File: config.mk
export PLATFORM = sky130hd
export DESIGN_NAME = cache_read_arbiter_flat
export DESIGN_NICKNAME = d
export VERILOG_FILES = /design/src/rtl/cache_read_arbiter_if.sv /design/src/rtl/cache_read_arbiter.sv /design/src/flat_wrapper.sv
export SDC_FILE = /design/constraint.sdc
export NUM_CORES = 1
export LEC_CHECK = 0
export BUFFER_PORTS_ARGS = -buffer_cell sky130_fd_sc_hd__buf_2
export CAP_MARGIN = 20
export CORE_MARGIN = 3
export CORE_UTILIZATION = 49
export CTS_CLUSTER_DIAMETER = 30
export DETAILED_ROUTE_END_ITERATION = 10
export PLACE_DENSITY_LB_ADDON = 0.2
export SLEW_MARGIN = 20
export SYNTH_ARGS = -nofsm -noshare
export SYNTH_HDL_FRONTEND = slang
export SYNTH_SLANG_ARGS = --single-unit
File: constraint.sdc
create_clock -name clk -period 5.1 [get_ports clk]
set_clock_uncertainty 0.2 [all_clocks]
set_input_delay 0.765 -clock clk [delete_from_list [all_inputs] [get_ports clk]]
set_output_delay 0.765 -clock clk [all_outputs]
set_load 0.01 [all_outputs]
File: src/rtl/cache_read_arbiter_if.sv
// Bundle of client request/response handshakes and the cache read port.
// master: clients plus cache side; slave: the arbiter.
interface cache_read_arbiter_if #(
    parameter int unsigned NUM_REQUESTERS  = 2,
`ifdef FORMAL
    parameter int unsigned C_DATA_WIDTH    = 8,
    parameter int unsigned C_SIZE_OF_CACHE = 4
`else
    parameter int unsigned C_DATA_WIDTH    = 128,
    parameter int unsigned C_SIZE_OF_CACHE = 64
`endif
);
    localparam int unsigned AW = $clog2(C_SIZE_OF_CACHE);

    logic [NUM_REQUESTERS-1:0]    req_valid;
    logic [NUM_REQUESTERS*AW-1:0] req_addr;
    logic [NUM_REQUESTERS-1:0]    req_ready;
    logic [NUM_REQUESTERS-1:0]    rsp_valid;
    logic [C_DATA_WIDTH-1:0]      rsp_data;
    logic [NUM_REQUESTERS-1:0]    rsp_ready;
    logic [AW-1:0]                cache_addr;
    logic                         cache_empty;
    logic [C_DATA_WIDTH-1:0]      cache_data;
    logic                         cache_data_valid;

    modport master (
        output req_valid, req_addr, rsp_ready, cache_empty, cache_data, cache_data_valid,
        input  req_ready, rsp_valid, rsp_data, cache_addr
    );

    modport slave (
        input  req_valid, req_addr, rsp_ready, cache_empty, cache_data, cache_data_valid,
        output req_ready, rsp_valid, rsp_data, cache_addr
    );
endinterface

File: src/rtl/cache_read_arbiter.sv
// Round-robin arbiter sharing the cache read port among NUM_REQUESTERS clients;
// one outstanding read at a time, data returned over a per-client handshake.
module cache_read_arbiter #(
    parameter int unsigned NUM_REQUESTERS  = 2,
`ifdef FORMAL
    parameter int unsigned C_DATA_WIDTH    = 8,
    parameter int unsigned C_SIZE_OF_CACHE = 4
`else
    parameter int unsigned C_DATA_WIDTH    = 128,
    parameter int unsigned C_SIZE_OF_CACHE = 64
`endif
) (
    input logic                  clk,
    input logic                  reset,
    cache_read_arbiter_if.slave  bus
);
    localparam int unsigned AW = $clog2(C_SIZE_OF_CACHE);
    localparam int unsigned GW = $clog2(NUM_REQUESTERS);

    typedef enum logic [1:0] {StIdle, StRead, StCapt, StResp} state_e;

    state_e                    state_q, state_d;
    logic [GW-1:0]             grant_q, grant_d;
    logic [GW-1:0]             last_q, last_d;
    logic [AW-1:0]             cache_addr_q, cache_addr_d;
    logic [C_DATA_WIDTH-1:0]   rsp_data_q, rsp_data_d;
    logic [NUM_REQUESTERS-1:0] rsp_valid_q, rsp_valid_d;
    logic [NUM_REQUESTERS-1:0] req_ready;
    logic [GW-1:0]             winner;
    logic                      win_found;
    logic                      handshake;
    int unsigned               cand;

    // First requesting client searching last+1, last+2, ... modulo N.
    always_comb begin
        winner    = '0;
        win_found = 1'b0;
        cand      = 0;
        for (int unsigned k = 1; k <= NUM_REQUESTERS; k++) begin
            cand = 32'(last_q) + k;
            if (cand >= NUM_REQUESTERS) begin
                cand = cand - NUM_REQUESTERS;
            end
            if (!win_found && bus.req_valid[GW'(cand)]) begin
                winner    = GW'(cand);
                win_found = 1'b1;
            end
        end
    end

    assign handshake = (state_q == StIdle) && !bus.cache_empty && win_found;

    always_comb begin
        req_ready = '0;
        if (handshake && reset) begin
            req_ready[winner] = 1'b1;
        end
    end

    always_comb begin
        state_d      = state_q;
        grant_d      = grant_q;
        last_d       = last_q;
        cache_addr_d = cache_addr_q;
        rsp_data_d   = rsp_data_q;
        rsp_valid_d  = rsp_valid_q;
        case (state_q)
            StIdle: begin
                if (handshake) begin
                    cache_addr_d = bus.req_addr[32'(winner) * AW +: AW];
                    grant_d      = winner;
                    state_d      = StRead;
                end
            end
            StRead: begin
                // The cache ignores the address while empty, so retry the sample.
                if (!bus.cache_empty) begin
                    state_d = StCapt;
                end
            end
            StCapt: begin
                if (bus.cache_data_valid) begin
                    rsp_data_d           = bus.cache_data;
                    rsp_valid_d          = '0;
                    rsp_valid_d[grant_q] = 1'b1;
                    state_d              = StResp;
                end
            end
            StResp: begin
                if (bus.rsp_ready[grant_q]) begin
                    rsp_valid_d = '0;
                    last_d      = grant_q;
                    state_d     = StIdle;
                end
            end
            default: state_d = StIdle;
        endcase
    end

    always_ff @(posedge clk or negedge reset) begin
        if (!reset) begin
            state_q      <= StIdle;
            grant_q      <= '0;
            last_q       <= GW'(NUM_REQUESTERS - 1);
            cache_addr_q <= '0;
            rsp_data_q   <= '0;
            rsp_valid_q  <= '0;
        end else begin
            state_q      <= state_d;
            grant_q      <= grant_d;
            last_q       <= last_d;
            cache_addr_q <= cache_addr_d;
            rsp_data_q   <= rsp_data_d;
            rsp_valid_q  <= rsp_valid_d;
        end
    end

    assign bus.req_ready  = req_ready;
    assign bus.rsp_valid  = rsp_valid_q;
    assign bus.rsp_data   = rsp_data_q;
    assign bus.cache_addr = cache_addr_q;

endmodule

File: src/flat_wrapper.sv
// flat-port wrapper written by rule: the top's interface ports become plain ports
module cache_read_arbiter_flat 
#(
    parameter int unsigned NUM_REQUESTERS  = 2,

    parameter int unsigned C_DATA_WIDTH    = 128,
    parameter int unsigned C_SIZE_OF_CACHE = 64

)
  (clk, reset, bus_req_valid, bus_req_addr, bus_rsp_ready, bus_cache_empty, bus_cache_data, bus_cache_data_valid, bus_req_ready, bus_rsp_valid, bus_rsp_data, bus_cache_addr);
  cache_read_arbiter_if #(.NUM_REQUESTERS(NUM_REQUESTERS), .C_DATA_WIDTH(C_DATA_WIDTH), .C_SIZE_OF_CACHE(C_SIZE_OF_CACHE)) bus_i ();
  input logic clk;
  input logic reset;
  input wire logic [$bits(bus_i.req_valid)-1:0] bus_req_valid;
  input wire logic [$bits(bus_i.req_addr)-1:0] bus_req_addr;
  input wire logic [$bits(bus_i.rsp_ready)-1:0] bus_rsp_ready;
  input wire logic [$bits(bus_i.cache_empty)-1:0] bus_cache_empty;
  input wire logic [$bits(bus_i.cache_data)-1:0] bus_cache_data;
  input wire logic [$bits(bus_i.cache_data_valid)-1:0] bus_cache_data_valid;
  output wire logic [$bits(bus_i.req_ready)-1:0] bus_req_ready;
  output wire logic [$bits(bus_i.rsp_valid)-1:0] bus_rsp_valid;
  output wire logic [$bits(bus_i.rsp_data)-1:0] bus_rsp_data;
  output wire logic [$bits(bus_i.cache_addr)-1:0] bus_cache_addr;
  assign bus_i.req_valid = bus_req_valid;
  assign bus_i.req_addr = bus_req_addr;
  assign bus_i.rsp_ready = bus_rsp_ready;
  assign bus_i.cache_empty = bus_cache_empty;
  assign bus_i.cache_data = bus_cache_data;
  assign bus_i.cache_data_valid = bus_cache_data_valid;
  assign bus_req_ready = bus_i.req_ready;
  assign bus_rsp_valid = bus_i.rsp_valid;
  assign bus_rsp_data = bus_i.rsp_data;
  assign bus_cache_addr = bus_i.cache_addr;
  cache_read_arbiter #(.NUM_REQUESTERS(NUM_REQUESTERS), .C_DATA_WIDTH(C_DATA_WIDTH), .C_SIZE_OF_CACHE(C_SIZE_OF_CACHE)) u_core (.clk(clk), .reset(reset), .bus(bus_i));
endmodule
==> impl_metrics.toml, run 1 <==
[clocking]
tritoncts = "yes"
cts_made_buffers = 17
h-tree-depth = 4
max-clock-path-buffers = 2
clock_latency_ns = 0.51
post_cts_hold_buffer_count = 0
root_buffer = "sky130_fd_sc_hd__clkbuf_8"
cts_resized = 0
cts_setup_buffers = 0
clk_pin_slew_ns = 0.06
clock_sink_count = 140

[global_routing]
grt_overflow_total = 0
grt_util_all_layers = 0.220
grt_pass1_wl_um = 21500
grt_antenna_before_repair = 1
grt_max_degree = 77
number_of_global_route_vias_before_repair = 4280

[synthesis]
mappedNetlistArea_um2 = 5500
post_synth.cell_area_avg_um2 = 16.6
yosys_warnings = 0
postSynthNetCount = 484
synthDistinctLibCells = 28
seq_area_frac_synth = 0.637
synth.ff_latch_count = 140
synth_top_cell_area_share = 0.632
synth.area.mux_share = 0.290
synth-adder-area-share = 0.0114
syn_inst = 331
synth_top_cells_by_area = "sky130_fd_sc_hd__dfrtp_1 (63%), sky130_fd_sc_hd__mux2_2 (26%), sky130_fd_sc_hd__mux2_1 (2.9%), sky130_fd_sc_hd__buf_6 (2.5%), sky130_fd_sc_hd__ha_1 (1.1%)"
synth_compound_gate_area_share = 0.0216
main_combinational_cell_family_by_area_after_synthesis = "multiplexers"
synth_simple_gate_area_frac = 0.00910
synthDominantAreaCellType = "sky130_fd_sc_hd__dfrtp_1"
synthXorXnorAreaFrac = 0

[route]
met3_wirelength_um = 1070
drt-initial-drc-count = 170
routed_wl_um = 13500
vias_per_inst = 4.93
routed_wire_length_per_instance_um = 17.4
highest_layer = "met4"
routed-via-count = 3828
drc_errors = 0
route.layer.met1.wl_um = 4910
met2WireLength_um = 7120
detail-route-antenna-nets = 0
number_of_iterations_in_the_first_detailed_routing_pass = 4

[floorplan]
num_rows = 38
floorplan.die.width_um = 112
floorplan.die_area_um2 = 12500
coreArea_um2 = 10900
floorplan.io_pins = 286
initial_utilization = 0.505
floorplan.die.height_um = 112

[run_status]
run_status = "finished clean"

[power_and_ir_drop]
switching_share = 0.321
irDropWorstVdd_uv = 321
p_leak_uw = 0.00384
pwr-share-clk = 0.232
power.sequential.fraction = 0.391
post-layout-total-power_uw = 5040
netSwitchingPower_uw = 1620
cellInternalPower_uw = 3420
power.density_nw_per_um2 = 667
combinationalPowerShare = 0.377

[timing]
final.period_utilization = 0.617
finalSetupViolCount = 0
fin_crit_ns = 3.14
maxClockFrequency_mhz = 318
grt_setup_unrepaired = "false"
max_slew_margin = 0.357
maxSlewViolCount = 0
hold-worst-slack_ns = 0.0434
worst-slew-pin-transition_ns = 0.964
finalHoldViolations = 0
setup-tns-final_ns = 0

[critical_path]
rr_worst_depth = 5
cp_required_ns = 4.14
cp_max_fo = 8
critPathKind = "flop to primary output"
startpoint_type = "flop"
critPathCaptureType = "primary output"
cp_data_arrival_time_ns = 2.18

[place]
placement.io_buffers = 285
placedCellCount = 745
dp_hpwl_um = 10200
place_area_um2 = 6990
rd_place_congestion = 0.817

[worst_hold_path]
hold_path.class = "primary input to async pin"

[cells_and_area]
drive_above_1_share = 0.704
post_route_insts_no_fill = 776
final_design_area_no_fill_um2 = 7560
area_growth_pct = 37.5
numnets_final = 777
final.fill_count = 821

[job]
drv.max_cap_violation_count = 0
[Yosys cell counts]
master	number
sky130_fd_sc_hd__o2bb2ai_1	2
sky130_fd_sc_hd__dfstp_2	1
sky130_fd_sc_hd__a21o_2	1
sky130_fd_sc_hd__dfrtp_1	139
sky130_fd_sc_hd__nor2_1	3
sky130_fd_sc_hd__nand2b_1	1
sky130_fd_sc_hd__mux2i_1	1
sky130_fd_sc_hd__o21ai_0	1
sky130_fd_sc_hd__a222oi_1	1
sky130_fd_sc_hd__mux2_2	127
sky130_fd_sc_hd__inv_1	4
sky130_fd_sc_hd__nand2_1	3
sky130_fd_sc_hd__a22o_1	2
sky130_fd_sc_hd__o21bai_1	1
sky130_fd_sc_hd__buf_2	2
sky130_fd_sc_hd__a21o_1	1
sky130_fd_sc_hd__a21boi_2	1
sky130_fd_sc_hd__and3_1	1
sky130_fd_sc_hd__mux2_1	14
sky130_fd_sc_hd__and3b_1	1
sky130_fd_sc_hd__a21oi_1	2
sky130_fd_sc_hd__ha_1	5
sky130_fd_sc_hd__buf_4	1
sky130_fd_sc_hd__buf_6	12
sky130_fd_sc_hd__a22oi_1	1
sky130_fd_sc_hd__a2bb2oi_1	1
sky130_fd_sc_hd__nor2b_1	1
sky130_fd_sc_hd__o21a_1	1
[worst paths after layout]
| kind | from | end | slack, ns |
|---|---|---|---|
| setup / recovery | u_core.state_q[0] | bus_req_ready[0] | 1.96 |
| hold / removal | reset | u_core.bus.rsp_data[1] | 0.04 |
| setup reg to reg | u_core.state_q[0] | u_core.bus.rsp_data[50] | 2.34 |
| hold reg to reg | u_core.bus.rsp_data[61] | u_core.bus.rsp_data[61] | 0.29 |
| max in group asynchronous | reset | u_core.bus.rsp_data[48] | 3.66 |
| min in group clk | bus_cache_data[86] | u_core.bus.rsp_data[86] | 0.28 |
[critical path, stage by stage, from the launching register on]
cell and delay [ns]:
sky130_fd_sc_hd__dfrtp_1 0.42, sky130_fd_sc_hd__inv_1 0.13, sky130_fd_sc_hd__ha_1 0.21, sky130_fd_sc_hd__nor2b_1 0.24
sky130_fd_sc_hd__o21a_1 0.34, sky130_fd_sc_hd__and3b_1 0.20, sky130_fd_sc_hd__buf_2 0.13
[registers in the layout, summed over array words and instances, names as in the netlist]
name	count
u_core.last_q	1
u_core.state_q	2
u_core.grant_q	1
u_core.bus.cache_addr	6
u_core.bus.rsp_valid	2
u_core.bus.rsp_data	128
[per-stage QoR]
stage / setup slack (ns) / utilization
2_1_floorplan: 2.73 / -
3_3_place_gp: 2.32 / 0.642
3_5_place_dp: 2.26 / 0.642
4_1_cts: 1.92 / 0.694
5_1_grt: 1.77 / 0.695
6_report: 1.96 / 0.695
[power groups by stage]
stage	Clock, µW	Sequential, µW	Combinational [µW]
2_1_floorplan	0	2240	860
4_1_cts	1190	1970	1940
6_report	1170	1970	1900
3_5_place_dp	0	1980	1930
5_1_grt	1240	2040	2060
3_3_place_gp	0	1940	1860
[layout by cell type, fill, tap and decap left out, drive strengths merged, types with 2 or more instances in the layout]
cell	Yosys	layout
dfrtp	139	139
mux2	141	141
nor2	3	3
bufinv	0	2
a21o	2	2
buf	15	289
clkinv	0	3
a21oi	2	2
ha	5	5
a22o	2	2
clkbuf	0	24
inv	4	4
o2bb2ai	2	2
nand2	3	3
[cell type report]
| cell class | instances | area, µm² | area share |
|---|---|---|---|
| diodes | 1 | 2.50 | 0.000331 |
| clock buffers | 24 | 480 | 0.0635 |
| clock inverters | 6 | 86.3 | 0.0114 |
| inverters | 4 | 15.0 | 0.00199 |
| multi-input cells | 172 | 1840 | 0.243 |
| flip-flops and latches | 140 | 3500 | 0.463 |
| well taps | 140 | 175 | 0.0232 |
| repair buffers | 289 | 1460 | 0.193 |
[cells by family after synthesis]
group           count (synthesis)
simple gates                   10
fa+ha+maj                       5
flops                         140
buf+inv                        19
compound gates                 15
mux                           142
[metal layers]
| layer | GRT usage | vias up |
|---|---|---|
| li1 | - | 1762 |
| met2 | 0.382 | 170 |
| met3 | 0.0734 | 30 |
| met1 | 0.242 | 1866 |
| met5 | 0 | - |
| met4 | 0.107 | 0 |
No activity file was read; power rests on OpenSTA's default activity.
==> run 2, diff against run 1 <==
ABC_AREA = 1   (was not set)
CORE_UTILIZATION = 42   (was 49)
clock period = 2.7 ns   (was 5.1 ns; I/O delays follow)
==> run 2 against run 1 <==
Compared with the run above:
- synthesized cell count is 8.8% higher
- wire length is 6.5% higher
- non-clock buffer count is 4 higher
- setup slack worse by 1.7 ns
- power is 110% higher
- area after synthesis is 9.8% higher
- hold slack worse by 0.022 ns
- register-to-register slack worse by 1.8 ns
- highest routed layer is now met5
- sequential share of layout area is 3.6 points lower
- sequential power is 92% higher
- clock power is 110% higher
- critical path type unchanged
==> impl_metrics.toml, run 2 <==
[timing]
maxSlewViolCount = 0
worst-slew-pin-transition_ns = 0.769
grt_setup_unrepaired = "false"
finalSetupViolCount = 0
setup-tns-final_ns = 0
max_slew_margin = 0.487
finalHoldViolations = 0
maxClockFrequency_mhz = 418
final.period_utilization = 0.887
fin_crit_ns = 2.39

[floorplan]
floorplan.die.height_um = 126
initial_utilization = 0.432
floorplan.io_pins = 286
coreArea_um2 = 14000
floorplan.die.width_um = 126
num_rows = 43
floorplan.die_area_um2 = 15900

[critical_path]
cp_required_ns = 2.10
reg2reg_to = "u_core.bus.rsp_data[10]"
r2r_setup_slack_ns = 0.53
startpoint_type = "flop"
cp_max_fo = 9
critPathCaptureType = "primary output"
critPathKind = "flop to primary output"
cp_data_arrival_time_ns = 1.79
rr_worst_depth = 5
crit-reg2reg-launch = "u_core.state_q[0]"

[synthesis]
seq_area_frac_synth = 0.580
ys_dominant_reg_cell = "sky130_fd_sc_hd__dfrtp_1"
post_synth.cell_area_avg_um2 = 16.8
cell_with_the_most_instances_after_synthesis = "sky130_fd_sc_hd__dfrtp_1"
synth_top_cell_area_share = 0.576
synthDominantAreaCellType = "sky130_fd_sc_hd__dfrtp_1"
synth_top_cells_by_area = "sky130_fd_sc_hd__dfrtp_1 (58%), sky130_fd_sc_hd__mux2_4 (30%), sky130_fd_sc_hd__buf_12 (3.6%), sky130_fd_sc_hd__mux2_2 (1.5%), sky130_fd_sc_hd__nand2_1 (1.3%)"
synthDistinctLibCells = 20
postSynth.asyncResetShare = 1.00
synth_enable_flop_cells = 0
syn_inst = 360
most_numerous_cell_types_in_the_synthesized_netlist = "sky130_fd_sc_hd__dfrtp_1 (139), sky130_fd_sc_hd__mux2_4 (120), sky130_fd_sc_hd__nand2_1 (21), sky130_fd_sc_hd__inv_1 (13), sky130_fd_sc_hd__o21ai_0 (13)"
mappedNetlistArea_um2 = 6040
synth.ff_latch_count = 140
postSynthNetCount = 513
yosys_warnings = 0

[cells_and_area]
most_frequent_cells_in_the_layout = "sky130_fd_sc_hd__buf_2 (284), sky130_fd_sc_hd__dfrtp_1 (139), sky130_fd_sc_hd__mux2_4 (120)"
numnets_final = 811
most_common_library_cell_in_the_layout_ignoring_fill_and_taps = "sky130_fd_sc_hd__buf_2"
insertedDiodeCount = 0
post_route_insts_no_fill = 851
final.fill_count = 1165
area_growth_pct = 35.6
largest_reg_flops = 128
drive_above_1_share = 0.678

[clocking]
h-tree-depth = 4
cts_made_buffers = 17
root_buffer = "sky130_fd_sc_hd__clkbuf_16"
clock_latency_ns = 0.40
clk_pin_slew_ns = 0.06
max-clock-path-buffers = 2
tritoncts = "yes"
clock_sink_count = 140
cts_resized = 0

[route]
vias_per_inst = 4.68
routed_wire_length_per_instance_um = 16.9
routed-via-count = 3982
drt-initial-drc-count = 170
number_of_iterations_in_the_first_detailed_routing_pass = 4
drc_errors = 0
detail-route-antenna-nets = 0
routed_wl_um = 14400

[power_and_ir_drop]
switching_share = 0.312
netSwitchingPower_uw = 3250
p_leak_uw = 0.00457
irDropWorstVdd_uv = 468
power.sequential.fraction = 0.362
power.density_nw_per_um2 = 1270
combinationalPowerShare = 0.406
pwr-share-clk = 0.232
cellInternalPower_uw = 7190

[place]
dp_hpwl_um = 10500
placement.io_buffers = 285
rd_place_congestion = 0.832
placedCellCount = 818

[worst_hold_path]
hold_path_startpoint = "bus_cache_data[69]"
number_of_cells_on_the_worst_hold_path = 2
hold-path-endpoint = "u_core.bus.rsp_data[69]"
hold_path.class = "primary input to flop"

[job]
drv.max_cap_violation_count = 0

[run_status]
run_status = "finished clean"

[global_routing]
grt_max_degree = 141
grt_antenna_before_repair = 1
grt_util_all_layers = 0.183
grt_pass1_wl_um = 23000
number_of_global_route_vias_before_repair = 4311
grt_overflow_total = 0
==> run 2: cells by family (layout without fill, tap and decap cells) <==
kind of cell / count (synthesis) / in the layout / share of synthesized area
flip-flops: 140 / 140 / 0.580
multiplexers: 128 / 128 / 0.313
AND/OR/NAND/NOR: 41 / 41 / 0.0288
buffers and inverters: 27 / 338 / 0.0501
AO/OA/AOI/OAI: 19 / 19 / 0.0176
adder cells (fa/ha/maj): 5 / 5 / 0.0104
==> run 2: how the worst max path moves through the flow <==
| stage | startpoint | end | slack (ns) | cells past startpoint |
|---|---|---|---|---|
| global placement | u_core.state_q[0] | u_core.bus.rsp_data[1] | 0.61 | 5 |
| CTS | u_core.state_q[1] | bus_req_ready[0] | 0.26 | 7 |
| finish | u_core.state_q[0] | bus_req_ready[0] | 0.31 | 7 |
| floorplan | u_core.state_q[0] | bus_req_ready[0] | 0.89 | 6 |
| detailed placement | u_core.state_q[0] | u_core.bus.rsp_data[120] | 0.54 | 5 |
| global route | u_core.state_q[1] | bus_req_ready[0] | 0.13 | 7 |
==> run 2: repair_timing <==
item / CTS / global route
hold endpoints to repair: 139 / 0
hold buffers: 1 / 0
buffers inserted: 0 / 0
==> run 2: power groups by stage <==
stage | Clock (µW) | Combinational (µW) | Sequential [µW]
2_1_floorplan | 0 | 2310 | 4250
3_3_place_gp | 0 | 4210 | 3750
3_5_place_dp | 0 | 4290 | 3780
4_1_cts | 2470 | 4310 | 3780
5_1_grt | 2570 | 4550 | 3920
6_report | 2430 | 4240 | 3780
==> run 2: critical path: stages (launching register included) <==
cell	delay (ns)
sky130_fd_sc_hd__dfrtp_1	0.40
sky130_fd_sc_hd__inv_1	0.13
sky130_fd_sc_hd__ha_1	0.19
sky130_fd_sc_hd__inv_1	0.06
sky130_fd_sc_hd__nor2_1	0.15
sky130_fd_sc_hd__nand2_2	0.15
sky130_fd_sc_hd__nor3_1	0.15
sky130_fd_sc_hd__buf_2	0.16
==> run 2: layout make-up <==
| cell class | count | area (µm²) | area share |
|---|---|---|---|
| multi-input combinational | 193 | 2250 | 0.274 |
| tap | 180 | 225 | 0.0275 |
| inverter | 13 | 48.8 | 0.00596 |
| sequential | 140 | 3500 | 0.428 |
| timing repair buffer | 293 | 1550 | 0.189 |
| clock buffer | 23 | 488 | 0.0596 |
| clock inverter | 9 | 133 | 0.0162 |
==> run 2: metal layers <==
| metal | wire length (µm) | vias up | global-route usage |
|---|---|---|---|
| met5 | 11 | - | 0 |
| met2 | 6980 | 184 | 0.300 |
| met1 | 6000 | 1946 | 0.228 |
| met3 | 1070 | 23 | 0.0568 |
| li1 | - | 1827 | - |
| met4 | 319 | 2 | 0.0694 |
==> run 2: metrics by stage <==
step           worst slack (ns)  utilization  area (µm²)  power [µW]  hold slack, ns
2_1_floorplan             0.888            -        6040        6560         -0.0906
3_3_place_gp              0.610        0.541        7560        7950           0.259
3_5_place_dp              0.537        0.541        7560        8070           0.257
4_1_cts                   0.264        0.586        8190       10600         0.00355
5_1_grt                   0.126        0.586        8190       11000         0.00303
6_report                  0.306        0.586        8190       10400          0.0215
==> run 3, diff against run 2 <==
CTS_BUF_LIST = sky130_fd_sc_hd__clkbuf_4 sky130_fd_sc_hd__clkbuf_8 sky130_fd_sc_hd__clkbuf_16   (was not set)
==> run 3 against run 2 <==
Compared with the run above:
- power rose by 0.20%
- wire length fell by 0.19%
- sequential share of layout area is essentially flat
- maximum frequency down 0.55%
==> impl_metrics.toml, run 3 (same netlist as run 2, synthesis figures left out) <==
[place]
dp_hpwl_um = 10500
place_area_um2 = 7560
rd_place_congestion = 0.832
placement.io_buffers = 285

[timing]
maxSlewViolCount = 0
final.period_utilization = 0.892
fin_crit_ns = 2.41
setup-tns-final_ns = 0
finalHoldViolations = 0
finalSetupViolCount = 0
max_slew_margin = 0.521
maxClockFrequency_mhz = 415
grt_setup_unrepaired = "false"
worst-slew-pin-transition_ns = 0.718

[clocking]
cts_resized = 0
max-clock-path-buffers = 2
root_buffer = "sky130_fd_sc_hd__clkbuf_16"
clock_latency_ns = 0.40
tritoncts = "yes"
h-tree-depth = 4
cts_made_buffers = 17
clock_sink_count = 140
clk_pin_slew_ns = 0.06

[critical_path]
startpoint_type = "flop"
critPathKind = "flop to primary output"
cp_required_ns = 2.10
cp_data_arrival_time_ns = 1.80
cp_max_fo = 9
critPathCaptureType = "primary output"
r2r_setup_slack_ns = 0.53

[power_and_ir_drop]
irDropWorstVdd_uv = 469
power.density_nw_per_um2 = 1280
p_leak_uw = 0.00457

[floorplan]
floorplan.io_pins = 286
floorplan.die.height_um = 126
floorplan.die.width_um = 126
num_rows = 43
floorplan.die_area_um2 = 15900
initial_utilization = 0.432
coreArea_um2 = 14000

[cells_and_area]
final_design_area_no_fill_um2 = 8200
most_common_library_cell_in_the_layout_ignoring_fill_and_taps = "sky130_fd_sc_hd__buf_2"
numnets_final = 811
area_growth_pct = 35.7
insertedDiodeCount = 0
most_frequent_cells_in_the_layout = "sky130_fd_sc_hd__buf_2 (284), sky130_fd_sc_hd__dfrtp_1 (139), sky130_fd_sc_hd__mux2_4 (120)"
largest_reg_flops = 128
drive_above_1_share = 0.681

[global_routing]
grt_overflow_total = 0
grt_max_degree = 141
grt_util_all_layers = 0.182
number_of_global_route_vias_before_repair = 4303
grt_pass1_wl_um = 23000
grt_antenna_before_repair = 1

[route]
detail-route-antenna-nets = 0
met2WireLength_um = 6960
routed-via-count = 3981
drc_errors = 0
number_of_iterations_in_the_first_detailed_routing_pass = 4
met3_wirelength_um = 1100
highest_layer = "met5"
routed_wire_length_per_instance_um = 16.9
drt-initial-drc-count = 165
route.layer.met1.wl_um = 5960
routed_wl_um = 14400
vias_per_inst = 4.68

[job]
drv.max_cap_violation_count = 0

[run_status]
run_status = "finished clean"

[worst_hold_path]
hold_path.class = "primary input to flop"
[run 3: cell count changes in the layout (fill, tap and decap cells not counted)]
cell,delta
sky130_fd_sc_hd__clkbuf_4,+2
sky130_fd_sc_hd__clkbuf_1,-2
[run 3: power by group]
group,leakage [µW],switching [µW],total (µW),internal [µW]
clock network,0.000307,869,2450,1580
registers,0.00167,591,3780,3180
logic,0.00260,1790,4240,2450
[run 3: final cells by class]
class	instances	area [µm²]
fill	1165	5790
sequential	140	3500
clock inverter	9	133
timing repair buffer	293	1550
tap	180	225
multi-input combinational	193	2250
clock buffer	23	495
inverter	13	48.8
[run 3: worst max-delay path, cell delays in order (launching register included)]
cell                      delay (ns)
sky130_fd_sc_hd__dfrtp_1        0.40
sky130_fd_sc_hd__inv_1          0.13
sky130_fd_sc_hd__ha_1           0.19
sky130_fd_sc_hd__inv_1          0.06
sky130_fd_sc_hd__nor2_1         0.15
sky130_fd_sc_hd__nand2_2        0.15
sky130_fd_sc_hd__nor3_1         0.16
sky130_fd_sc_hd__buf_2          0.16
[run 3: metrics by stage]
step,utilization,power (µW),worst slack (ns),std cells,hold slack (ns)
after floorplan,-,6560,0.888,360,-0.0906
after global placement,0.541,7950,0.610,818,0.259
after detailed placement,0.541,8070,0.537,818,0.257
after CTS,0.586,10600,0.264,851,0.00298
after global routing,0.586,11100,0.127,851,0.00368
final,0.586,10500,0.292,851,0.0220
[run 3: timing repair]
item / in CTS / in global routing
hold endpoints to repair: 139 / 0
hold buffers: 1 / 0
buffers inserted: 0 / 0
endpoints found under the setup margin: 0 / 0
[run 3: worst paths after layout]
path	startpoint	endpoint	cells past startpoint
setup / recovery	u_core.state_q[0]	bus_req_ready[0]	7
hold / removal	bus_cache_data[69]	u_core.bus.rsp_data[69]	2
setup reg to reg	u_core.state_q[0]	u_core.bus.rsp_data[10]	5
hold reg to reg	u_core.bus.rsp_valid[1]	u_core.bus.rsp_valid[1]	2
max in group asynchronous	reset	u_core.bus.rsp_data[10]	3
min in group asynchronous	reset	u_core.bus.rsp_valid[1]	3
[run 3: routing by layer]
layer  up-vias  global-route usage
met2       184               0.298
met5         -                   0
met3        23              0.0577
met1      1945               0.228
met4         2              0.0694
li1       1827                   -
